### src/rtl/rv32i_mem_if.sv
// Data-memory bus between the MEM stage (master) and the memory (slave).
//   DMem_req/we/addr/wdata/be : request, held by the master until DMem_ack
//   DMem_ack                  : single-cycle completion pulse from memory
//   DMem_rdata                : read word, valid with DMem_ack
interface rv32i_mem_if;
  logic        DMem_req;
  logic        DMem_we;
  logic [31:0] DMem_addr;
  logic [31:0] DMem_wdata;
  logic [3:0]  DMem_be;
  logic        DMem_ack;
  logic [31:0] DMem_rdata;

  modport master (
    output DMem_req, DMem_we, DMem_addr, DMem_wdata, DMem_be,
    input  DMem_ack, DMem_rdata
  );

  modport slave (
    input  DMem_req, DMem_we, DMem_addr, DMem_wdata, DMem_be,
    output DMem_ack, DMem_rdata
  );
endinterface

### src/rtl/rv32i_mem.sv
// RV32I MEM stage: issues loads/stores on the data bus, formats load data
// and holds the MEM/WB register.
//   Clk, Reset_n          : clock, async active-low reset
//   EX_*                  : instruction arriving from EX
//   dmem (master)         : data-memory bus, registered request outputs
//   MEM_Stall             : freezes upstream stages while a bus access is open
//   MEM_RegFile_wr_en/Rd_addr/Rd_data : MEM/WB register
//   MEM_Misaligned        : one-cycle pulse on an illegal access
module rv32i_mem (
  input  logic        Clk,
  input  logic        Reset_n,
  input  logic        EX_Mem_rd_en,
  input  logic        EX_Mem_wr_en,
  input  logic [2:0]  EX_Mem_op,
  input  logic        EX_MemToReg,
  input  logic [31:0] EX_ALU_result,
  input  logic [31:0] EX_Rs2_data,
  input  logic        EX_RegFile_wr_en,
  input  logic [4:0]  EX_Rd_addr,
  rv32i_mem_if.master dmem,
  output logic        MEM_Stall,
  output logic        MEM_RegFile_wr_en,
  output logic [4:0]  MEM_Rd_addr,
  output logic [31:0] MEM_Rd_data,
  output logic        MEM_Misaligned
);
  typedef enum logic {IDLE, REQ} state_e;

  state_e      state_q, state_d;
  logic        req_q, req_d, we_q, we_d;
  logic [31:0] addr_q, addr_d, wdata_q, wdata_d;
  logic [3:0]  be_q, be_d;
  logic        wen_q, wen_d, mis_q, mis_d;
  logic [4:0]  rd_q, rd_d;
  logic [31:0] data_q, data_d;
  // access context latched at request time
  logic [2:0]  op_q, op_d;
  logic [31:0] alu_q, alu_d;
  logic        m2r_q, m2r_d, ld_q, ld_d, lwen_q, lwen_d;

  logic        access, is_load, illegal;
  logic [1:0]  off;
  logic [31:0] st_wdata, lane, fmt;
  logic [3:0]  st_be;

  assign access  = EX_Mem_rd_en | EX_Mem_wr_en;
  assign is_load = EX_Mem_rd_en;              // rd+wr together counts as a load
  assign off     = EX_ALU_result[1:0];

  always_comb begin
    illegal = 1'b1;
    case (EX_Mem_op)
      3'b000: illegal = 1'b0;
      3'b001: illegal = off[0];
      3'b010: illegal = (off != 2'b00);
      3'b100: illegal = !is_load;
      3'b101: illegal = off[0] | !is_load;
      default: illegal = 1'b1;
    endcase
  end

  // Same lane layout for loads and stores; wdata is only meaningful for stores.
  always_comb begin
    case (EX_Mem_op[1:0])
      2'b00: begin st_wdata = {4{EX_Rs2_data[7:0]}};  st_be = 4'b0001 << off; end
      2'b01: begin st_wdata = {2{EX_Rs2_data[15:0]}}; st_be = 4'b0011 << off; end
      default: begin st_wdata = EX_Rs2_data;          st_be = 4'b1111;        end
    endcase
  end

  assign lane = dmem.DMem_rdata >> {alu_q[1:0], 3'b000};

  always_comb begin
    case (op_q)
      3'b000:  fmt = {{24{lane[7]}}, lane[7:0]};
      3'b001:  fmt = {{16{lane[15]}}, lane[15:0]};
      3'b100:  fmt = {24'b0, lane[7:0]};
      3'b101:  fmt = {16'b0, lane[15:0]};
      default: fmt = dmem.DMem_rdata;
    endcase
  end

  always_comb begin
    state_d = state_q;
    req_d   = req_q;   we_d    = we_q;
    addr_d  = addr_q;  wdata_d = wdata_q;  be_d = be_q;
    wen_d   = wen_q;   rd_d    = rd_q;     data_d = data_q;
    mis_d   = 1'b0;
    op_d    = op_q;    alu_d   = alu_q;
    m2r_d   = m2r_q;   ld_d    = ld_q;     lwen_d = lwen_q;
    case (state_q)
      IDLE: begin
        if (!access) begin
          wen_d  = EX_RegFile_wr_en;
          rd_d   = EX_Rd_addr;
          data_d = EX_ALU_result;
        end else if (illegal) begin
          mis_d = 1'b1;
          wen_d = 1'b0;
        end else begin
          state_d = REQ;
          req_d   = 1'b1;
          we_d    = !is_load;
          addr_d  = {EX_ALU_result[31:2], 2'b00};
          wdata_d = st_wdata;
          be_d    = st_be;
          wen_d   = 1'b0;
          rd_d    = EX_Rd_addr;
          op_d    = EX_Mem_op;
          alu_d   = EX_ALU_result;
          m2r_d   = EX_MemToReg;
          ld_d    = is_load;
          lwen_d  = EX_RegFile_wr_en;
        end
      end
      REQ: begin
        wen_d = 1'b0;
        if (dmem.DMem_ack) begin
          state_d = IDLE;
          req_d   = 1'b0;
          data_d  = m2r_q ? fmt : alu_q;
          wen_d   = ld_q & lwen_q;
        end
      end
      default: state_d = IDLE;
    endcase
  end

  always_ff @(posedge Clk or negedge Reset_n) begin
    if (!Reset_n) state_q <= IDLE;
    else          state_q <= state_d;
  end

  always_ff @(posedge Clk or negedge Reset_n) begin
    if (!Reset_n) begin
      req_q <= 1'b0;  we_q <= 1'b0;  addr_q <= '0;  wdata_q <= '0;  be_q <= '0;
      wen_q <= 1'b0;  rd_q <= '0;    data_q <= '0;  mis_q <= 1'b0;
      op_q  <= '0;    alu_q <= '0;   m2r_q <= 1'b0; ld_q <= 1'b0;   lwen_q <= 1'b0;
    end else begin
      req_q <= req_d;  we_q <= we_d;  addr_q <= addr_d;  wdata_q <= wdata_d;  be_q <= be_d;
      wen_q <= wen_d;  rd_q <= rd_d;  data_q <= data_d;  mis_q <= mis_d;
      op_q  <= op_d;   alu_q <= alu_d; m2r_q <= m2r_d;   ld_q <= ld_d;        lwen_q <= lwen_d;
    end
  end

  assign dmem.DMem_req   = req_q;
  assign dmem.DMem_we    = we_q;
  assign dmem.DMem_addr  = addr_q;
  assign dmem.DMem_wdata = wdata_q;
  assign dmem.DMem_be    = be_q;

  assign MEM_Stall         = (state_q == REQ);
  assign MEM_RegFile_wr_en = wen_q;
  assign MEM_Rd_addr       = rd_q;
  assign MEM_Rd_data       = data_q;
  assign MEM_Misaligned    = mis_q;
endmodule

### src/flat_wrapper.sv
// flat-port wrapper written by rule: the top's interface ports become plain ports
module rv32i_mem_flat 
  (Clk, Reset_n, EX_Mem_rd_en, EX_Mem_wr_en, EX_Mem_op, EX_MemToReg, EX_ALU_result, EX_Rs2_data, EX_RegFile_wr_en, EX_Rd_addr, MEM_Stall, MEM_RegFile_wr_en, MEM_Rd_addr, MEM_Rd_data, MEM_Misaligned, dmem_DMem_req, dmem_DMem_we, dmem_DMem_addr, dmem_DMem_wdata, dmem_DMem_be, dmem_DMem_ack, dmem_DMem_rdata);
  rv32i_mem_if dmem_i ();
  input  logic Clk;
  input  logic Reset_n;
  input  logic EX_Mem_rd_en;
  input  logic EX_Mem_wr_en;
  input  logic [2:0] EX_Mem_op;
  input  logic EX_MemToReg;
  input  logic [31:0] EX_ALU_result;
  input  logic [31:0] EX_Rs2_data;
  input  logic EX_RegFile_wr_en;
  input  logic [4:0] EX_Rd_addr;
  output logic MEM_Stall;
  output logic MEM_RegFile_wr_en;
  output logic [4:0] MEM_Rd_addr;
  output logic [31:0] MEM_Rd_data;
  output logic MEM_Misaligned;
  output wire logic [$bits(dmem_i.DMem_req)-1:0] dmem_DMem_req;
  output wire logic [$bits(dmem_i.DMem_we)-1:0] dmem_DMem_we;
  output wire logic [$bits(dmem_i.DMem_addr)-1:0] dmem_DMem_addr;
  output wire logic [$bits(dmem_i.DMem_wdata)-1:0] dmem_DMem_wdata;
  output wire logic [$bits(dmem_i.DMem_be)-1:0] dmem_DMem_be;
  input wire logic [$bits(dmem_i.DMem_ack)-1:0] dmem_DMem_ack;
  input wire logic [$bits(dmem_i.DMem_rdata)-1:0] dmem_DMem_rdata;
  assign dmem_DMem_req = dmem_i.DMem_req;
  assign dmem_DMem_we = dmem_i.DMem_we;
  assign dmem_DMem_addr = dmem_i.DMem_addr;
  assign dmem_DMem_wdata = dmem_i.DMem_wdata;
  assign dmem_DMem_be = dmem_i.DMem_be;
  assign dmem_i.DMem_ack = dmem_DMem_ack;
  assign dmem_i.DMem_rdata = dmem_DMem_rdata;
  rv32i_mem u_core (.Clk(Clk), .Reset_n(Reset_n), .EX_Mem_rd_en(EX_Mem_rd_en), .EX_Mem_wr_en(EX_Mem_wr_en), .EX_Mem_op(EX_Mem_op), .EX_MemToReg(EX_MemToReg), .EX_ALU_result(EX_ALU_result), .EX_Rs2_data(EX_Rs2_data), .EX_RegFile_wr_en(EX_RegFile_wr_en), .EX_Rd_addr(EX_Rd_addr), .dmem(dmem_i), .MEM_Stall(MEM_Stall), .MEM_RegFile_wr_en(MEM_RegFile_wr_en), .MEM_Rd_addr(MEM_Rd_addr), .MEM_Rd_data(MEM_Rd_data), .MEM_Misaligned(MEM_Misaligned));
endmodule
### config.mk
export PLATFORM = sky130hd
export DESIGN_NAME = rv32i_mem_flat
export DESIGN_NICKNAME = d
export VERILOG_FILES = /design/src/rtl/rv32i_mem_if.sv /design/src/rtl/rv32i_mem.sv /design/src/flat_wrapper.sv
export SDC_FILE = /design/constraint.sdc
export NUM_CORES = 1
export LEC_CHECK = 0
export CAP_MARGIN = 30
export CORE_UTILIZATION = 35
export DETAILED_ROUTE_END_ITERATION = 7
export PLACE_DENSITY = 0.74
export SYNTH_ARGS = -nofsm -noshare
export SYNTH_HDL_FRONTEND = slang
export SYNTH_SLANG_ARGS = --single-unit
### constraint.sdc
create_clock -name Clk -period 2.3 [get_ports Clk]
set_clock_uncertainty 0.2 [all_clocks]
set_input_delay 0.23 -clock Clk [delete_from_list [all_inputs] [get_ports Clk]]
set_output_delay 0.23 -clock Clk [all_outputs]
set_load 0.005 [all_outputs]
==> flow_summary.yaml <==
grt:
  track_usage_pct: 21.8
  grt_start_max_net_pins: 73
  first_global_vias: 5974
  grt_first_pass_wirelength_um: 33200
  grt_remaining_overflow: 0
  antenna_found_initial: 0
route:
  routed-via-count: 5891
  post_drt_wl_per_cell_um: 19.4
  post-route-drc-count: 0
  routed_wl_um: 21000
  firstDrtPassIters: 7
  number_of_routed_nets_with_antenna_violations: 0
  violation_count_after_the_first_detailed_route_iteration: 430
  vias_per_cell: 5.43
final_layout:
  finalCoreUtilization_pct: 52.6
  post_route_cells_drive_above_1_share_pct: 23.0
  final_net_count: 950
  syn_to_final_growth_pct: 46.6
  num_antenna_cells: 0
  post-route-cell-area_mm2: 0.00987
  fillers: 1661
floorplanning:
  rows: 50
  floorplan.io_pins: 221
  die_height_um: 141
  dieArea_mm2: 0.0198
  core-area_mm2: 0.0188
  floorplan.initialDensity_pct: 35.9
  dieWidth_um: 141
power_and_ir_drop:
  total_power_after_layout_uw: 10500
  power-per-cell-area_mw_per_mm2: 1060
  total_leakage_power_uw: 0.00398
  vdd.ir_drop.worst_mv: 0.518
critical_path:
  timing.critical_path.fanout_max: 9
  worst_ep_arrival_ns: 2.27
  critical_path.max_stage_delay_ns: 0.57
  cp_cell_sequence: "mux4_2 -> nor2b_4 -> a2111oi_0 -> nor3_1"
  slowest_stage: "sky130_fd_sc_hd__mux4_2"
  endpoint_kind: "flip-flop"
  critical_path_required_ns: 2.37
  critical_path_buf_inv_count: 0
  cp-start-kind: "flip-flop"
  top_family_by_delay_on_critical_path: "multiplexers"
  timing.setup.critical_path_class: "flip-flop to flip-flop"
placed_design:
  placed_cell_area_mm2: 0.00920
  port-buffer-count: 218
  hpwl_um: 15000
  gpl.final_weighted_congestion: 0.888
logic_synthesis:
  syn_area_per_cell_um2: 10.6
  post_synth_inst_count: 635
  synth_async_sr_flop_share_pct: 100
  number_of_flops_mapped_to_enable_cells_by_yosys: 0
  ys_dominant_reg_cell: "sky130_fd_sc_hd__dfrtp_1"
  synth.distinct_cells: 50
  syn_area_mm2: 0.00674
  synth.ff_latch_count: 116
  synth_seq_area_share_pct: 43.1
  yosys_warnings: 0
sta:
  finalSetupViolCount: 0
  rsz_0062_raised_after_global_routing: "no"
  timing.setup.tns_ns: 0
  min_period_ns: 2.21
  layout_worst_path_cycle_share_pct: 95.9
  finalHoldViolCount: 0
  fmaxAchievable_mhz: 454
  final.hold.worst_slack_ns: 0.0282
  max_slew_margin_pct: 56.9
  final-max-slew-violation-count: 0
  max_slew.worst_pin.slew_ns: 0.631
clock_network:
  tritoncts_clock_tree: "built"
  post-cts-setup-buffer-count: 0
  postCtsResizedCells: 0
  clkSlewWorstSetupHoldPaths_ns: 0.06
  worst_skew_pair.late_latency_ns: 0.41
  cts.root.buffer_cell: "sky130_fd_sc_hd__clkbuf_16"
  cts_max_path_buffers: 2
  cts.sinks: 116
  tritoncts.num_buffers: 17
  htreeDepth: 4
job:
  max_cap_viol_count: 0
worst_hold_path:
  timing.hold.worst.class: "input port to async pin"
status:
  outcome: "completed"
-- through the flow --
stage / cells / setup WS, ns
2_1_floorplan: 636 / 0.355
3_3_place_gp: 1053 / -0.0187
3_5_place_dp: 1053 / -0.0719
4_1_cts: 1085 / 0.122
5_1_grt: 1085 / 0.0448
6_report: 1085 / 0.0950
-- final cells by class --
| type | count | area [µm²] | area share, % |
|---|---|---|---|
| clock buffers | 20 | 467 | 4.73 |
| clock inverters | 11 | 200 | 2.03 |
| inverters | 10 | 37.5 | 0.380 |
| multi-input cells | 429 | 3310 | 33.6 |
| flip-flops and latches | 116 | 2900 | 29.4 |
| well taps | 234 | 293 | 2.97 |
| repair buffers | 265 | 2660 | 26.9 |
-- final timing paths --
kind	cells after the start	slack, ns	startpoint	endpoint
setup / recovery	4	0.09	u_core.alu_q[1]	u_core.MEM_Rd_data[16]
hold / removal	2	0.03	Reset_n	u_core.MEM_Rd_addr[0]
setup reg to reg	4	0.09	u_core.alu_q[1]	u_core.MEM_Rd_data[16]
hold reg to reg	1	0.30	u_core.dmem.DMem_req	u_core.dmem.DMem_req
max in group asynchronous	3	1.19	Reset_n	u_core.alu_q[19]
min in group Clk	2	0.22	EX_Rd_addr[2]	u_core.MEM_Rd_addr[2]
-- power breakdown --
| group | internal [µW] | switching, µW | total (µW) |
|---|---|---|---|
| clock network | 2010 | 989 | 3000 |
| registers | 2740 | 492 | 3230 |
| logic | 2440 | 1830 | 4260 |
-- per-layer routing --
layer  GRT usage (%)  vias up  share of wire (%)
li1                -     2702                  -
met3            6.35       32                8.8
met5               0        -                  0
met2            36.0      294                 48
met4            6.52        0                1.6
met1            27.7     2863                 41
-- repair_timing --
action	CTS	global route
setup endpoints to repair	0	0
hold endpoints to repair	116	0
hold buffers	1	0
-- logic make-up (layout without fill, tap and decap cells) --
family / Yosys count / after routing / share of synthesized area (%)
simple gates: 158 / 158 / 10.3
compound gates: 144 / 144 / 18.0
mux: 125 / 125 / 20.6
flops: 116 / 116 / 43.1
buf+inv: 91 / 306 / 7.91
other cells: 1 / 2 / 0.0557
-- cells in the final DEF, fill, tap and decap left out, drive strengths merged, types with 2 or more instances in the layout --
cell type / count
a221o: 6
dfrtp: 116
nand3b: 2
o22ai: 7
o2bb2ai: 7
nand3: 19
clkdlybuf4s50: 217
nor3: 19
clkinv: 5
conb: 2
a32o: 3
nand2b: 3
a2bb2oi: 4
o221ai: 4
o211ai: 2
a32oi: 5
a21o: 2
a2111oi: 17
nor2: 55
clkbuf: 20
nor2b: 3
clkinvlp: 2
o21ai: 18
a221oi: 3
mux2: 100
buf: 47
o21a: 22
inv: 9
and2: 2
o31ai: 2
a21oi: 31
bufinv: 5
a22oi: 5
mux2i: 24
a31oi: 2
nand2: 52
-- flip-flops by register name, summed over array words and instances, names as in the netlist --
register / cells
u_core.m2r_q: 1
u_core.MEM_Rd_addr: 5
u_core.MEM_Misaligned: 1
u_core.MEM_Rd_data: 32
u_core.MEM_RegFile_wr_en: 1
u_core.dmem.DMem_be: 4
u_core.op_q: 3
u_core.dmem.DMem_addr: 1
u_core.ld_q: 1
u_core.dmem.DMem_wdata: 32
u_core.lwen_q: 1
u_core.dmem.DMem_we: 1
u_core.dmem.DMem_req: 1
u_core.MEM_Stall: 1
u_core.alu_q: 31
-- Yosys cell counts (3+ instances only) --
master	n	share of area (%)
sky130_fd_sc_hd__dfrtp_1	116	43
sky130_fd_sc_hd__mux2_2	100	17
sky130_fd_sc_hd__nor2_1	55	3.1
sky130_fd_sc_hd__nand2_1	51	2.8
sky130_fd_sc_hd__buf_4	37	4.1
sky130_fd_sc_hd__a21oi_1	31	2.3
sky130_fd_sc_hd__clkbuf_1	26	1.4
sky130_fd_sc_hd__mux2i_1	24	3.6
sky130_fd_sc_hd__o21a_1	22	2.5
sky130_fd_sc_hd__nand3_1	19	1.4
sky130_fd_sc_hd__nor3_1	18	1.3
sky130_fd_sc_hd__o21ai_0	16	1.2
sky130_fd_sc_hd__buf_2	11	0.82
sky130_fd_sc_hd__a2111oi_4	10	4.1
sky130_fd_sc_hd__inv_1	9	0.50
sky130_fd_sc_hd__a2111oi_0	7	0.91
sky130_fd_sc_hd__o22ai_1	7	0.65
sky130_fd_sc_hd__o2bb2ai_1	7	0.91
sky130_fd_sc_hd__a221o_1	6	0.89
sky130_fd_sc_hd__a22oi_1	5	0.56
sky130_fd_sc_hd__a32oi_1	5	0.65
sky130_fd_sc_hd__a2bb2oi_1	4	0.52
sky130_fd_sc_hd__o221ai_1	4	0.52
sky130_fd_sc_hd__a221oi_1	3	0.39
sky130_fd_sc_hd__a32o_1	3	0.45
sky130_fd_sc_hd__buf_1	3	0.17
sky130_fd_sc_hd__buf_6	3	0.50
sky130_fd_sc_hd__nand2b_1	3	0.28
(Power assumes the default switching activity.)
